==> config.mk <==
export PLATFORM = sky130hd
export DESIGN_NAME = core_halt_monitor_flat
export DESIGN_NICKNAME = d
export VERILOG_FILES = /design/src/rtl/core_halt_monitor_if.sv /design/src/rtl/core_halt_monitor.sv /design/src/flat_wrapper.sv
export SDC_FILE = /design/constraint.sdc
export NUM_CORES = 1
export LEC_CHECK = 0
export ABC_AREA = 1
export BUFFER_PORTS_ARGS = -buffer_cell sky130_fd_sc_hd__buf_4
export CAP_MARGIN = 25
export CORE_ASPECT_RATIO = 1.1
export CORE_MARGIN = 5
export CORE_UTILIZATION = 40
export CTS_CLUSTER_DIAMETER = 80
export CTS_CLUSTER_SIZE = 20
export DETAILED_ROUTE_END_ITERATION = 12
export GPL_TIMING_DRIVEN = 0
export PLACE_DENSITY_LB_ADDON = 0.05
export SLEW_MARGIN = 5
export SYNTH_ARGS = -nofsm -noshare
export SYNTH_HDL_FRONTEND = slang
export SYNTH_SLANG_ARGS = --single-unit
==> constraint.sdc <==
create_clock -name clk -period 8.1 [get_ports clk]
set_input_delay 0.405 -clock clk [delete_from_list [all_inputs] [get_ports clk]]
set_output_delay 0.405 -clock clk [all_outputs]
set_load 0.02 [all_outputs]
==> src/rtl/core_halt_monitor_if.sv <==
// Retire-side signal bundle between the core and its halt monitor.
// The monitor takes the slave view; the core or bench drives through master.
interface core_halt_monitor_if;
  logic        clear;
  logic        retire_valid;
  logic [31:0] retire_pc;
  logic [31:0] retire_instr;
  logic        ebreak_pulse;
  logic        timeout_pulse;
  logic        halted;
  logic        halt_req;
  logic [31:0] halt_pc;
  logic [63:0] cycle_count;
  logic [63:0] instret_count;

  modport master (
    output clear, retire_valid, retire_pc, retire_instr,
    input  ebreak_pulse, timeout_pulse, halted, halt_req,
           halt_pc, cycle_count, instret_count
  );

  modport slave (
    input  clear, retire_valid, retire_pc, retire_instr,
    output ebreak_pulse, timeout_pulse, halted, halt_req,
           halt_pc, cycle_count, instret_count
  );
endinterface

==> src/rtl/core_halt_monitor.sv <==
// Retire-side monitor: counts RUN cycles and retired instructions, halts on
// EBREAK, and stops the run when the cycle budget is exhausted.
module core_halt_monitor #(
  parameter logic [63:0] TIMEOUT_CYCLES = 64'd5_000_000_000,
  parameter logic [31:0] EBREAK_ENC     = 32'h0010_0073
) (
  input  logic                clk,
  input  logic                rst,
  core_halt_monitor_if.slave  mon
);

  typedef enum logic [1:0] {
    RUN  = 2'd0,
    HALT = 2'd1,
    TOUT = 2'd2
  } state_t;

  localparam bit TIMEOUT_EN = (TIMEOUT_CYCLES != 64'd0);

  state_t      state;
  logic        ebreak_pulse;
  logic        timeout_pulse;
  logic [31:0] halt_pc;
  logic [63:0] cycle_count;
  logic [63:0] instret_count;

  logic is_ebreak;
  logic timeout_hit;

  always_comb begin
    is_ebreak   = mon.retire_valid && (mon.retire_instr == EBREAK_ENC);
    timeout_hit = TIMEOUT_EN && ((cycle_count + 64'd1) == TIMEOUT_CYCLES);
  end

  always_ff @(posedge clk or posedge rst) begin
    if (rst) begin
      state         <= RUN;
      ebreak_pulse  <= 1'b0;
      timeout_pulse <= 1'b0;
      halt_pc       <= '0;
      cycle_count   <= '0;
      instret_count <= '0;
    end else if (mon.clear) begin
      state         <= RUN;
      ebreak_pulse  <= 1'b0;
      timeout_pulse <= 1'b0;
      halt_pc       <= '0;
      cycle_count   <= '0;
      instret_count <= '0;
    end else begin
      ebreak_pulse  <= 1'b0;
      timeout_pulse <= 1'b0;
      case (state)
        RUN: begin
          cycle_count <= cycle_count + 64'd1;
          if (mon.retire_valid) instret_count <= instret_count + 64'd1;
          // EBREAK outranks a timeout landing on the same edge
          if (is_ebreak) begin
            halt_pc      <= mon.retire_pc;
            ebreak_pulse <= 1'b1;
            state        <= HALT;
          end else if (timeout_hit) begin
            timeout_pulse <= 1'b1;
            state         <= TOUT;
          end
        end
        HALT, TOUT: ;
        default: state <= RUN;
      endcase
    end
  end

  assign mon.ebreak_pulse  = ebreak_pulse;
  assign mon.timeout_pulse = timeout_pulse;
  assign mon.halted        = (state != RUN);
  assign mon.halt_req      = (state != RUN);
  assign mon.halt_pc       = halt_pc;
  assign mon.cycle_count   = cycle_count;
  assign mon.instret_count = instret_count;

endmodule

==> src/flat_wrapper.sv <==
// flat-port wrapper written by rule: the top's interface ports become plain ports
module core_halt_monitor_flat 
#(
  parameter logic [63:0] TIMEOUT_CYCLES = 64'd5_000_000_000,
  parameter logic [31:0] EBREAK_ENC     = 32'h0010_0073
)
  (clk, rst, mon_clear, mon_retire_valid, mon_retire_pc, mon_retire_instr, mon_ebreak_pulse, mon_timeout_pulse, mon_halted, mon_halt_req, mon_halt_pc, mon_cycle_count, mon_instret_count);
  core_halt_monitor_if mon_i ();
  input  logic clk;
  input  logic rst;
  input wire logic [$bits(mon_i.clear)-1:0] mon_clear;
  input wire logic [$bits(mon_i.retire_valid)-1:0] mon_retire_valid;
  input wire logic [$bits(mon_i.retire_pc)-1:0] mon_retire_pc;
  input wire logic [$bits(mon_i.retire_instr)-1:0] mon_retire_instr;
  output wire logic [$bits(mon_i.ebreak_pulse)-1:0] mon_ebreak_pulse;
  output wire logic [$bits(mon_i.timeout_pulse)-1:0] mon_timeout_pulse;
  output wire logic [$bits(mon_i.halted)-1:0] mon_halted;
  output wire logic [$bits(mon_i.halt_req)-1:0] mon_halt_req;
  output wire logic [$bits(mon_i.halt_pc)-1:0] mon_halt_pc;
  output wire logic [$bits(mon_i.cycle_count)-1:0] mon_cycle_count;
  output wire logic [$bits(mon_i.instret_count)-1:0] mon_instret_count;
  assign mon_i.clear = mon_clear;
  assign mon_i.retire_valid = mon_retire_valid;
  assign mon_i.retire_pc = mon_retire_pc;
  assign mon_i.retire_instr = mon_retire_instr;
  assign mon_ebreak_pulse = mon_i.ebreak_pulse;
  assign mon_timeout_pulse = mon_i.timeout_pulse;
  assign mon_halted = mon_i.halted;
  assign mon_halt_req = mon_i.halt_req;
  assign mon_halt_pc = mon_i.halt_pc;
  assign mon_cycle_count = mon_i.cycle_count;
  assign mon_instret_count = mon_i.instret_count;
  core_halt_monitor #(.TIMEOUT_CYCLES(TIMEOUT_CYCLES), .EBREAK_ENC(EBREAK_ENC)) u_core (.clk(clk), .rst(rst), .mon(mon_i));
endmodule
After elaboration in Yosys (flattened, before gate mapping)
Index checks and enable logic that the tools add are counted.
{ "totals": {"reg_bits": 164, "out_inout_bits": 164, "wordCells": 43} }
{ "classes": {"addsub": 2, "eq_ne": 6, "muxes": 19, "n_reduce_logical": 10} }
{ "ops": {"columns": ["op", "count"], "rows": [
  ["$mux W64", 5],
  ["$add A64 B1 Y64 const B", 2],
  ["$mux W32", 3],
  ["$eq A64 B33 Y1 const B", 1],
  ["$eq A32 B21 Y1 const B", 1],
  ["$reduce_bool A2 Y1", 4],
  ["$mux W1", 7],
  ["$mux W2", 3],
  ["$reduce_and A2 Y1", 3],
  ["$ne A4 B2 Y1 const B", 1],
  ["$pmux W2 S2", 1],
  ["$eq A2 B1 Y1 const B", 1],
  ["$eq A2 B2 Y1 const B", 1],
  ["$logic_not A2 Y1", 1],
  ["$ne A2 B2 Y1 const B", 1],
  ["$reduce_or A2 Y1", 1],
  ["$logic_and A1 B1 Y1", 1]
]} }

Longest topological paths before layout
Gate-level depths: netlist of the first run.
{ "depth": {"depth_word": 6, "ltp_mapped": 21, "depth_no_buf": 20} }

Least setup slack after synthesis of the first run
Ideal clock, no wire load.
{ "synth_timing": {"kind": "reg-to-reg", "start": "register u_core.cycle_count[0] (netlist: u_core.mon.cycle_count[0])", "end": "register u_core.state[1]", "arrival_ns": 2.194, "t_required_ns": 7.983, "path_slack_ns": 5.789, "stages_incl_launch_ff": 20, "path_buffers": 1, "period_less_slack_ns": 2.311, "path_cell_list": "dfrtp_1 -> ha_1 -> nand2_1 -> nor2_2 -> nand2_2 -> nor2_4 -> buf_6 -> nand3_1 -> nand2_1 -> nand2_1 -> nor2_1 -> nand2_1 -> nor2_2 -> nand2_1 -> nor2_1 -> nand2_1 -> nand2_1 -> nand2_1 -> nand2_1 -> nand2_1"} }
{ "synth_between": {"elab_chain_cells": 4} }
{ "synth_rtl": {"columns": ["element", "line_no", "rtl"], "rows": [
  ["start, declared", "core_halt_monitor.sv:24", "logic [63:0] cycle_count;"],
  ["start signal, assigned", "core_halt_monitor.sv:55", "cycle_count <= cycle_count + 64'd1;"],
  ["$add A64 B1 Y64", "core_halt_monitor.sv:32", "timeout_hit = TIMEOUT_EN && ((cycle_count + 64'd1) == TIMEOUT_CYCLES);"],
  ["$eq A64 B33 Y1", "core_halt_monitor.sv:32", null],
  ["$ne A4 B2 Y1 (no source line)", null, null],
  ["$reduce_and A2 Y1 (no source line)", null, null],
  ["end signal, assigned", "core_halt_monitor.sv:37", "state <= RUN;"],
  ["end signal, assigned", "core_halt_monitor.sv:44", "state <= RUN;"],
  ["end signal, assigned", "core_halt_monitor.sv:61", "state <= HALT;"],
  ["end, declared", "core_halt_monitor.sv:20", "state_t state;"]
]} }
No other way between the ends.
A chain may end at the register's enable or synchronous reset.

Final worst setup path of the first run
Ends and elaborated chain as after synthesis.

==> results of run 1 <==
critical path: stages (launching register included):
cell and delay (ps):
dfrtp_1 490, ha_1 300, nand3_1 100, nor2_1 350
nand4_1 440, inv_1 240, nand2_1 70, nand2_1 100
nand2_1 60, nor2_1 100, nand2_1 70, nor2_1 110
nand2_1 60, nor2_1 110, nand2_1 100, nand2_1 70
nand2_1 60, nand2_1 60, nand2_1 40
report_power, final:
group / switching [mW] / total (mW) / internal, mW
clock network: 0.405 / 0.828 / 0.423
logic: 0.0541 / 0.0874 / 0.0333
registers: 0.00478 / 0.825 / 0.821
total: 0.464 / 1.74 / 1.28
routing by layer:
layer | vias to the layer above | global-route usage, % | wire [um]
li1 | 5339 | - | -
met1 | 4988 | 31.21 | 15030
met2 | 324 | 45.51 | 18370
met3 | 58 | 4.389 | 2080
met4 | 0 | 9.812 | 1220
met5 | - | 0 | 0
synthesized netlist by cell type, types with 6 or more instances:
cell type / n
inv_1: 216
nor2_4: 8
nor2_2: 14
nand2_1: 451
a21oi_1: 46
nand4_1: 34
dfrtp_1: 164
nand2_2: 13
nand3_1: 76
nor3_1: 30
clkbuf_1: 26
and3_1: 6
nor2_1: 223
o22ai_1: 25
o21ai_0: 116
nor4_1: 16
kinds of logic after synthesis:
group | Yosys count
buf+inv | 253
flops | 164
xor+xnor | 5
compound gates | 204
simple gates | 883
fa+ha+maj | 4
final timing paths:
| check | from | end | slack [ps] | cells past startpoint |
|---|---|---|---|---|
| worst max-delay path | u_core.mon.cycle_count[0] | u_core.state[1] | 5080 | 18 |
| worst min-delay path | mon_retire_pc[14] | u_core.mon.halt_pc[14] | 160 | 3 |
| worst max register to register | u_core.mon.cycle_count[0] | u_core.state[1] | 5080 | 18 |
| worst min register to register | u_core.state[1] | u_core.state[1] | 480 | 2 |
| max in group asynchronous | rst | u_core.mon.cycle_count[49] | 6650 | 4 |
| min in group asynchronous | rst | u_core.mon.cycle_count[10] | 550 | 3 |
per-stage QoR:
stage / hold slack (ps) / area, sq um / worst slack [ps] / power (mW) / cells
after floorplan: 441.9 / 10040 / 3262 / 0.8790 / 1513
after global placement: 459.2 / 12160 / 981.6 / 0.9279 / 2053
after detailed placement: 464.1 / 12190 / 5107 / 0.9306 / 2054
after CTS: 152.7 / 12800 / 5095 / 1.760 / 2087
after global routing: 159.6 / 12800 / 4711 / 1.797 / 2087
final: 163.6 / 12800 / 5084 / 1.741 / 2087
layout by cell type, fill, tap and decap left out, drive strengths merged, types with 16 or more instances in the layout:
cell type    n
o21ai      119
nor3        31
o22ai       25
nand4       34
nor2       245
a21oi       46
clkbuf      44
nand3       78
nand2      466
dfrtp      164
buf        235
inv        226
nor4        16
layout make-up:
class | instances | area [sq um] | area share (%)
timing repair buffer | 232 | 1764 | 13.78
tap | 310 | 387.9 | 3.030
inverter | 223 | 844.6 | 6.597
buffer | 30 | 132.6 | 1.036
sequential | 164 | 4104 | 32.06
clock inverter | 14 | 161.4 | 1.261
multi-input combinational | 1096 | 4969 | 38.81
clock buffer | 18 | 439.2 | 3.430
flip-flops by register name (all words and copies together), names as in the netlist:
register / count
u_core.mon.timeout_pulse: 1
u_core.mon.halt_pc: 32
u_core.mon.ebreak_pulse: 1
u_core.mon.cycle_count: 64
u_core.mon.instret_count: 64
u_core.state: 2
==> flow_metrics.py, run 1 <==
metrics = {
    "worst_setup_path": {
        "crit_required_ps": 8420,
        "cp.arrival_ps": 3340,
        "endpoint_kind": "flip-flop",
        "path_class": "reg -> reg",
        "worstPathMaxFanout": 7,
        "cp-start-kind": "flip-flop",
    },
    "flow_run": {
        "cap_viol_max_count": 0,
    },
    "routing": {
        "ant_nets": 0,
        "vias_per_cell": 5.131,
        "first_pass_iters": 5,
        "via_count": 10710,
        "drtIter0Drc": 634,
        "wl_per_cell_um": 17.59,
        "wl_um": 36700,
        "drc": 0,
    },
    "global_routing": {
        "antenna_found_initial": 0,
        "overflow": 0,
        "track_usage_pct": 25.66,
        "grt_pass1_vias": 10300,
        "grt_pass1_wl_um": 57260,
        "grt_max_degree": 107,
    },
    "clock_tree": {
        "hold_buffers": 1,
        "clkSinkCount": 164,
        "post-cts-setup-buffers": 0,
        "cts_inserted_buffers": 17,
        "ctsLongestPathBuffers": 2,
        "cts-root-buf": "clkbuf_16",
        "clk_latency_ps": 440,
        "cts_resized": 0,
        "clkTransAtPathRegs_ps": 80,
        "cts_max_level": 4,
        "cts_tree": "done",
    },
    "die": {
        "ioPinCount": 232,
        "die_x_um": 161.1,
        "core_sq_um": 24620,
        "die_area_sq_um": 28380,
        "num_rows": 60,
        "start_util_pct": 40.78,
        "die_h_um": 176.2,
    },
    "yosys": {
        "synth.distinct_cells": 40,
        "synth-edff-count": 0,
        "seq_area_frac_synth_pct": 40.87,
        "synthArstFlopShare_pct": 100.0,
        "netlist_instances": 1513,
        "synthSimpleGateAreaFrac_pct": 37.58,
        "synthMuxAreaShare_pct": 0,
        "ys.flop_type": "dfrtp_1",
        "netlist_top_cells_area": "dfrtp_1, nand2_1, nor2_1, inv_1, o21ai_0",
        "synth_xor_area_share_pct": 0.5108,
        "synth-warning-count": 0,
        "synth-compound-area-share_pct": 10.89,
        "synth_top_family_by_area": "simple AND/OR/NAND/NOR gates",
        "synth_area_per_cell_sq_um": 6.637,
        "synth_largest_area_cell": "dfrtp_1",
        "netlist.area_leader.share_pct": 40.87,
        "synth.net_count": 1585,
        "synthAdderAreaFrac_pct": 0.4984,
        "syn_area_sq_um": 10040,
        "synth-seq-cells": 164,
    },
    "timing": {
        "clock.fmax_mhz": 331.6,
        "finalCritPeriodShare_pct": 37.24,
        "rsz0062_at_grt": "no",
        "setup_viol_count_final": 0,
        "clock_skew_ps": 13.72,
        "slew_headroom_pct": 48.33,
        "fin_crit_ps": 3016,
        "finalMaxSlewViolations": 0,
        "tns_ps": 0,
        "hold_viol_final": 0,
        "tightestPinTransition_ps": 775.0,
    },
    "placement": {
        "gp_congestion": 0.9688,
        "port_buffers": 230,
        "hpwl_um": 29210,
    },
    "outcome": {
        "status": "complete, no violations",
    },
    "final_layout": {
        "area_growth_pct": 27.49,
        "nets": 1836,
        "n_antenna_cell": 0,
        "post_route_cells_drive_above_1_share_pct": 17.73,
        "fillers": 2536,
        "fin_util_pct": 51.99,
    },
    "min_path": {
        "hold_class": "in -> reg",
    },
    "power": {
        "peakVddDrop_v": 0.0001132,
        "p_leak_nw": 5.722,
        "p_per_area_nw_per_um2": 136.0,
    },
}
(Power assumes the default switching activity.)
==> run 2, diff against run 1 <==
==> constraint.sdc (replaced) <==
create_clock -name clk -period 2.65 [get_ports clk]
set_input_delay 0.1325 -clock clk [delete_from_list [all_inputs] [get_ports clk]]
set_output_delay 0.1325 -clock clk [all_outputs]
set_load 0.02 [all_outputs]
==> run 2 against run 1 <==
Net effect:
- cell area grew 7.3%
- global-route usage is essentially flat
- power grew to 3.1 times the previous value
- via count grew 3.0%
- critical path type unchanged
- largest power group unchanged
==> flow_metrics.py, run 2 (synthesis gave the netlist of run 1 again) <==
metrics = {
    "final_layout": {
        "fin_util_pct": 55.77,
        "stdcell_area_sq_um": 13730,
        "final_common_cell": "nand2_1",
        "fillers": 2444,
        "largestRegisters": "u_core.mon.cycle_count: 64 flops, u_core.mon.instret_count: 64 flops, u_core.mon.halt_pc: 32 flops",
        "post_route_cells_drive_above_1_share_pct": 23.31,
        "area_growth_pct": 36.74,
        "final_cell_mix": "nand2_1, buf_4, inv_1",
        "fin_cells": 2146,
        "n_antenna_cell": 0,
        "nets": 1896,
    },
    "timing": {
        "fin_crit_ps": 2487,
        "finalCritPeriodShare_pct": 93.86,
        "hold_ws_ps": 39.54,
        "setup_viol_count_final": 0,
        "slew_headroom_pct": 40.59,
        "tns_ps": 0,
        "clock_skew_ps": 12.95,
        "hold_viol_final": 0,
        "finalMaxSlewViolations": 0,
        "tightestPinTransition_ps": 889.3,
        "final.setup.worst_slack_ps": 162.7,
        "clock.fmax_mhz": 402.1,
    },
    "worst_setup_path": {
        "ff2ff_path_depth": 19,
        "cp_top_family": "simple AND/OR/NAND/NOR gates",
        "cp_slowest_cell": "dfrtp_2",
        "rrSetupSlack_ps": 160,
        "crit_top_cell": "nand2_1",
        "crit_buf_inv": 2,
        "crit_chain": "buf_4, nand2_2, nor2_4, nand2_4, nor2_4, buf_8, nand2_4, o21ai_2, nand2_1, nor2_1, nand2_2, nor2_1, nand2_1, nor2_2, nand2_1, nand2_1, nand2_1, nand2_1, nand2_1",
        "r2r-end": "u_core.state[0]",
        "cpPeakStageDelay_ps": 400,
        "worstReg2RegStart": "u_core.mon.cycle_count[1]",
        "worstPathMaxFanout": 5,
        "cp-start-kind": "flip-flop",
        "crit_required_ps": 2970,
        "path_class": "reg -> reg",
        "endpoint_kind": "flip-flop",
        "cp.arrival_ps": 2810,
    },
    "clock_tree": {
        "clkTransAtPathRegs_ps": 70,
        "cts_inserted_buffers": 17,
        "cts-root-buf": "clkbuf_16",
        "ctsLongestPathBuffers": 2,
        "cts_max_level": 4,
        "cts_tree": "done",
        "clk_latency_ps": 440,
        "clkSinkCount": 164,
    },
    "power": {
        "seq_power_share_pct": 46.7,
        "p_per_area_nw_per_um2": 393.1,
        "pwr-share-comb_pct": 6.3,
        "p_sw_mw": 1.389,
        "clockPowerShare_pct": 47.0,
        "p_leak_nw": 6.017,
        "power_switching_share_pct": 25.74,
        "finalPower_mw": 5.398,
        "peakVddDrop_v": 0.0003690,
        "p_int_mw": 4.009,
    },
    "die": {
        "die_area_sq_um": 28380,
        "core_sq_um": 24620,
        "num_rows": 60,
        "start_util_pct": 40.78,
        "ioPinCount": 232,
        "die_x_um": 161.1,
        "die_h_um": 176.2,
    },
    "global_routing": {
        "grt_pass1_vias": 10850,
        "track_usage_pct": 25.65,
        "grt_pass1_wl_um": 57740,
        "overflow": 0,
        "grt_max_degree": 38,
        "antenna_found_initial": 0,
    },
    "routing": {
        "first_pass_iters": 5,
        "wl_um": 37150,
        "via_count": 11030,
        "wl_per_cell_um": 17.31,
        "ant_nets": 0,
        "drtIter0Drc": 723,
        "vias_per_cell": 5.141,
        "drc": 0,
    },
    "placement": {
        "gp_congestion": 1.002,
        "dp.cells": 2057,
        "port_buffers": 230,
        "hpwl_um": 28880,
        "placed_area_sq_um": 12240,
        "dpl_worst_slack_ps": -336.6,
    },
    "min_path": {
        "whs_endpoint": "u_core.mon.instret_count[10]",
        "min_from": "mon_clear",
        "hold_class": "in -> reg",
        "whs_path_depth": 2,
    },
    "flow_run": {
        "cap_viol_max_count": 0,
    },
    "outcome": {
        "status": "complete, no violations",
    },
}
-- run 2: changes by cell type in the layout (fill, tap and decap cells not counted), moves of 4 or more --
cell / delta
nand2_2: +10
nand2_1: -12
nor3_2: +4
nor3_1: -4
nor2_4: +21
dfrtp_2: +24
dlygate4sd3_1: +33
buf_4: +21
nor2_1: -37
dfrtp_1: -24
nor2_2: +16
buf_12: +5
-- run 2: repair_timing --
item | CTS | global route
cloned | 0 | 2
hold buffers | 34 | 0
setup buffers | 3 | 19
gates resized for setup | 15 | 100
pin swaps | 1 | 16
endpoints found under the setup margin | 16 | 32
endpoints found under the hold margin | 68 | 0
-- run 2: power by group through the flow --
| stage | clock network [mW] | logic, mW | registers [mW] |
|---|---|---|---|
| 3_5_place_dp | 0 | 0.278 | 2.57 |
| 2_1_floorplan | 0 | 0.109 | 2.58 |
| 4_1_cts | 2.59 | 0.326 | 2.52 |
| 3_3_place_gp | 0 | 0.261 | 2.57 |
| 6_report | 2.54 | 0.337 | 2.52 |
| 5_1_grt | 2.70 | 0.374 | 2.52 |
-- run 2: cell type report --
cell class | instances | area [sq um] | share of cell area, %
multi-input cells | 1096 | 5260 | 38.31
flip-flops and latches | 164 | 4134 | 30.10
repair buffers | 292 | 2375 | 17.29
inverters | 223 | 840.8 | 6.123
clock buffers | 17 | 425.4 | 3.098
well taps | 310 | 387.9 | 2.825
clock inverters | 14 | 165.2 | 1.203
plain buffers | 30 | 143.9 | 1.048
-- run 2: how the worst max path moves through the flow --
stage,start,to,depth (start not counted)
floorplan,u_core.mon.cycle_count[0],u_core.state[1],19
global placement,rst,u_core.mon.cycle_count[46],2
detailed placement,u_core.mon.cycle_count[0],u_core.state[0],18
CTS,u_core.mon.cycle_count[28],u_core.state[0],17
global route,u_core.state[0],u_core.mon.instret_count[62],15
finish,u_core.mon.cycle_count[1],u_core.state[0],19
-- run 2: routing by layer --
metal	GRT usage [%]	share of wire (%)
met1	30.64	40
met2	45.11	50
met3	4.716	5.8
met4	11.41	4.5
met5	0	0
==> run 3, diff against run 2 <==
--- a/config.mk
+++ b/config.mk
@@ -16,6 +16,7 @@
 export DETAILED_ROUTE_END_ITERATION = 12
 export GPL_TIMING_DRIVEN = 0
 export PLACE_DENSITY_LB_ADDON = 0.05
+export SETUP_SLACK_MARGIN = 0.2
 export SLEW_MARGIN = 5
 export SYNTH_ARGS = -nofsm -noshare
 export SYNTH_HDL_FRONTEND = slang
==> run 3 against run 2 <==
Net effect:
- core utilization grew 2.5 points
- critical endpoint unchanged
- cell area grew 4.5%
- clock power is essentially flat
- clock skew grew 1.6 ps
- die area is the same
- largest power group unchanged
- sequential share of layout area shrank 1.3 points
- register-to-register slack gained 40 ps
- global-route usage grew 0.54 points
- cell count grew 1.8%
- fmax grew 1.7%
- highest routed layer unchanged
==> flow_metrics.py, run 3 (synthesis gave the netlist of run 1 again) <==
metrics = {
    "final_layout": {
        "final_cell_mix": "nand2_1, buf_4, inv_1",
        "post_route_cells_drive_above_1_share_pct": 28.01,
        "nets": 1934,
        "final_common_cell": "nand2_1",
        "n_antenna_cell": 0,
        "area_growth_pct": 42.84,
        "largestRegisters": "u_core.mon.cycle_count: 64 flops, u_core.mon.instret_count: 64 flops, u_core.mon.halt_pc: 32 flops",
        "fin_util_pct": 58.25,
        "fin_cells": 2184,
        "stdcell_area_sq_um": 14340,
    },
    "global_routing": {
        "track_usage_pct": 26.19,
        "grt_pass1_vias": 11080,
        "grt_pass1_wl_um": 58930,
        "grt_max_degree": 38,
        "antenna_found_initial": 0,
        "overflow": 0,
    },
    "die": {
        "die_x_um": 161.1,
        "die_h_um": 176.2,
        "num_rows": 60,
        "start_util_pct": 40.78,
        "ioPinCount": 232,
        "die_area_sq_um": 28380,
        "core_sq_um": 24620,
    },
    "routing": {
        "via_count": 11260,
        "wl_um": 38130,
        "wl_per_cell_um": 17.46,
        "vias_per_cell": 5.154,
        "drc": 0,
        "ant_nets": 0,
        "first_pass_iters": 5,
        "drtIter0Drc": 687,
    },
    "timing": {
        "rsz0062_at_grt": "yes",
        "fin_crit_ps": 2445,
        "hold_viol_final": 0,
        "setup_viol_count_final": 0,
        "finalCritPeriodShare_pct": 92.27,
        "clock_skew_ps": 14.56,
        "finalMaxSlewViolations": 0,
        "tightestPinTransition_ps": 876.5,
        "slew_headroom_pct": 41.44,
        "clock.fmax_mhz": 409.0,
    },
    "clock_tree": {
        "clkTransAtPathRegs_ps": 70,
        "ctsLongestPathBuffers": 2,
        "cts_inserted_buffers": 17,
        "cts_max_level": 4,
        "cts-root-buf": "clkbuf_16",
        "clk_latency_ps": 440,
        "cts_tree": "done",
        "clkSinkCount": 164,
    },
    "worst_setup_path": {
        "rrSetupSlack_ps": 200,
        "endpoint_kind": "flip-flop",
        "cp_slowest_cell": "dfrtp_2",
        "worstPathMaxFanout": 4,
        "ff2ff_path_depth": 20,
        "cp.depth": 20,
        "critPathCapture": "u_core.state[0]",
        "cpPeakStageDelay_ps": 400,
        "worstReg2RegStart": "u_core.mon.cycle_count[1]",
        "path_class": "reg -> reg",
        "cp-start-kind": "flip-flop",
        "r2r-end": "u_core.state[0]",
        "crit_chain": "ha_4, buf_4, nand3_1, nor2_4, nand4_1, buf_6, inv_2, nand2_1, nand2_1, nand2_1, nor2_1, nand2_1, nor2_1, nand2_1, nor2_2, nand2_2, nand2_1, nand2_1, nand2_1, nand2_1",
        "cp.arrival_ps": 2760,
        "crit_buf_inv": 3,
        "crit_required_ps": 2970,
        "crit_path_start": "u_core.mon.cycle_count[1]",
        "cp_top_family": "simple AND/OR/NAND/NOR gates",
        "crit_top_cell": "nand2_1",
    },
    "placement": {
        "hpwl_um": 28880,
        "dp.cells": 2057,
        "placed_area_sq_um": 12240,
        "port_buffers": 230,
        "gp_congestion": 1.002,
    },
    "flow_run": {
        "cap_viol_max_count": 0,
    },
    "power": {
        "p_sw_mw": 1.404,
        "p_leak_nw": 6.287,
        "pwr-share-comb_pct": 6.4,
        "clockPowerShare_pct": 47.0,
        "p_per_area_nw_per_um2": 377.8,
        "peakVddDrop_v": 0.0003877,
        "power_switching_share_pct": 25.91,
        "p_int_mw": 4.015,
        "seq_power_share_pct": 46.6,
    },
    "min_path": {
        "min_from": "mon_clear",
        "hold_class": "in -> reg",
    },
    "outcome": {
        "status": "complete, no violations",
    },
}
-- run 3: cell count changes in the layout (fill, tap and decap cells not counted), sizes merged --
| cell | before | now |
|---|---|---|
| buf | 260 | 300 |
| clkbuf | 45 | 43 |
-- run 3: worst register-to-register path, cell delays in order (launching register included) --
cell and delay [ps]:
dfrtp_2 400, ha_4 170, buf_4 130, nand3_1 120
nor2_4 150, nand4_1 140, buf_6 170, inv_2 70
nand2_1 50, nand2_1 90, nand2_1 70, nor2_1 110
nand2_1 70, nor2_1 100, nand2_1 70, nor2_2 110
nand2_2 80, nand2_1 60, nand2_1 60, nand2_1 70
nand2_1 40
-- run 3: power groups by stage --
stage | Combinational [mW] | Sequential (mW) | Clock [mW]
after floorplan | 0.109 | 2.58 | 0
after global placement | 0.261 | 2.57 | 0
after detailed placement | 0.278 | 2.57 | 0
after CTS | 0.337 | 2.52 | 2.59
after global routing | 0.385 | 2.52 | 2.70
final | 0.349 | 2.52 | 2.55
-- run 3: cell type report --
class	count	area (sq um)
Buffer	30	143.9
Clock buffer	17	425.4
Clock inverter	14	165.2
Fill cell	2373	10280
Inverter	223	843.3
Multi-Input combinational cell	1096	5539
Sequential cell	164	4138
Tap cell	310	387.9
Timing Repair Buffer	330	2701
-- run 3: worst min-delay path by stage --
| stage | end | cells after the start | slack, ps |
|---|---|---|---|
| after floorplan | u_core.mon.halt_pc[0] | 2 | 250 |
| after global placement | u_core.mon.halt_pc[16] | 3 | 340 |
| after detailed placement | u_core.mon.halt_pc[2] | 2 | 350 |
| after CTS | u_core.mon.instret_count[10] | 2 | 30 |
| after global routing | u_core.mon.instret_count[10] | 2 | 80 |
| final | u_core.mon.instret_count[10] | 2 | 50 |
-- run 3: per-layer routing --
layer / up-vias / GRT usage, % / wire, um
met1: 5235 / 30.98 / 14950
li1: 5549 / - / -
met5: - / 0 / 0
met3: 104 / 4.693 / 2128
met2: 368 / 45.94 / 19130
met4: 0 / 12.83 / 1922
-- run 3: per-stage QoR --
step	setup WS, ps	setup TNS (ps)	power, mW	hold WS [ps]
floorplan	339.0	0	2.688	253.5
global placement	-814.0	-130930	2.835	336.9
detailed placement	-336.6	-957.9	2.851	346.9
CTS	194.0	0	5.448	30.40
global route	59.90	0	5.611	80.46
finish	204.8	0	5.419	50.26
-- run 3: repair_timing --
item	4_1_cts	5_1_grt
gates cloned	1	0
hold endpoints to repair	68	0
resized for setup	72	133
setup endpoints to repair	35	43
setup buffers	29	32
pin swaps	14	46
hold buffers	34	0
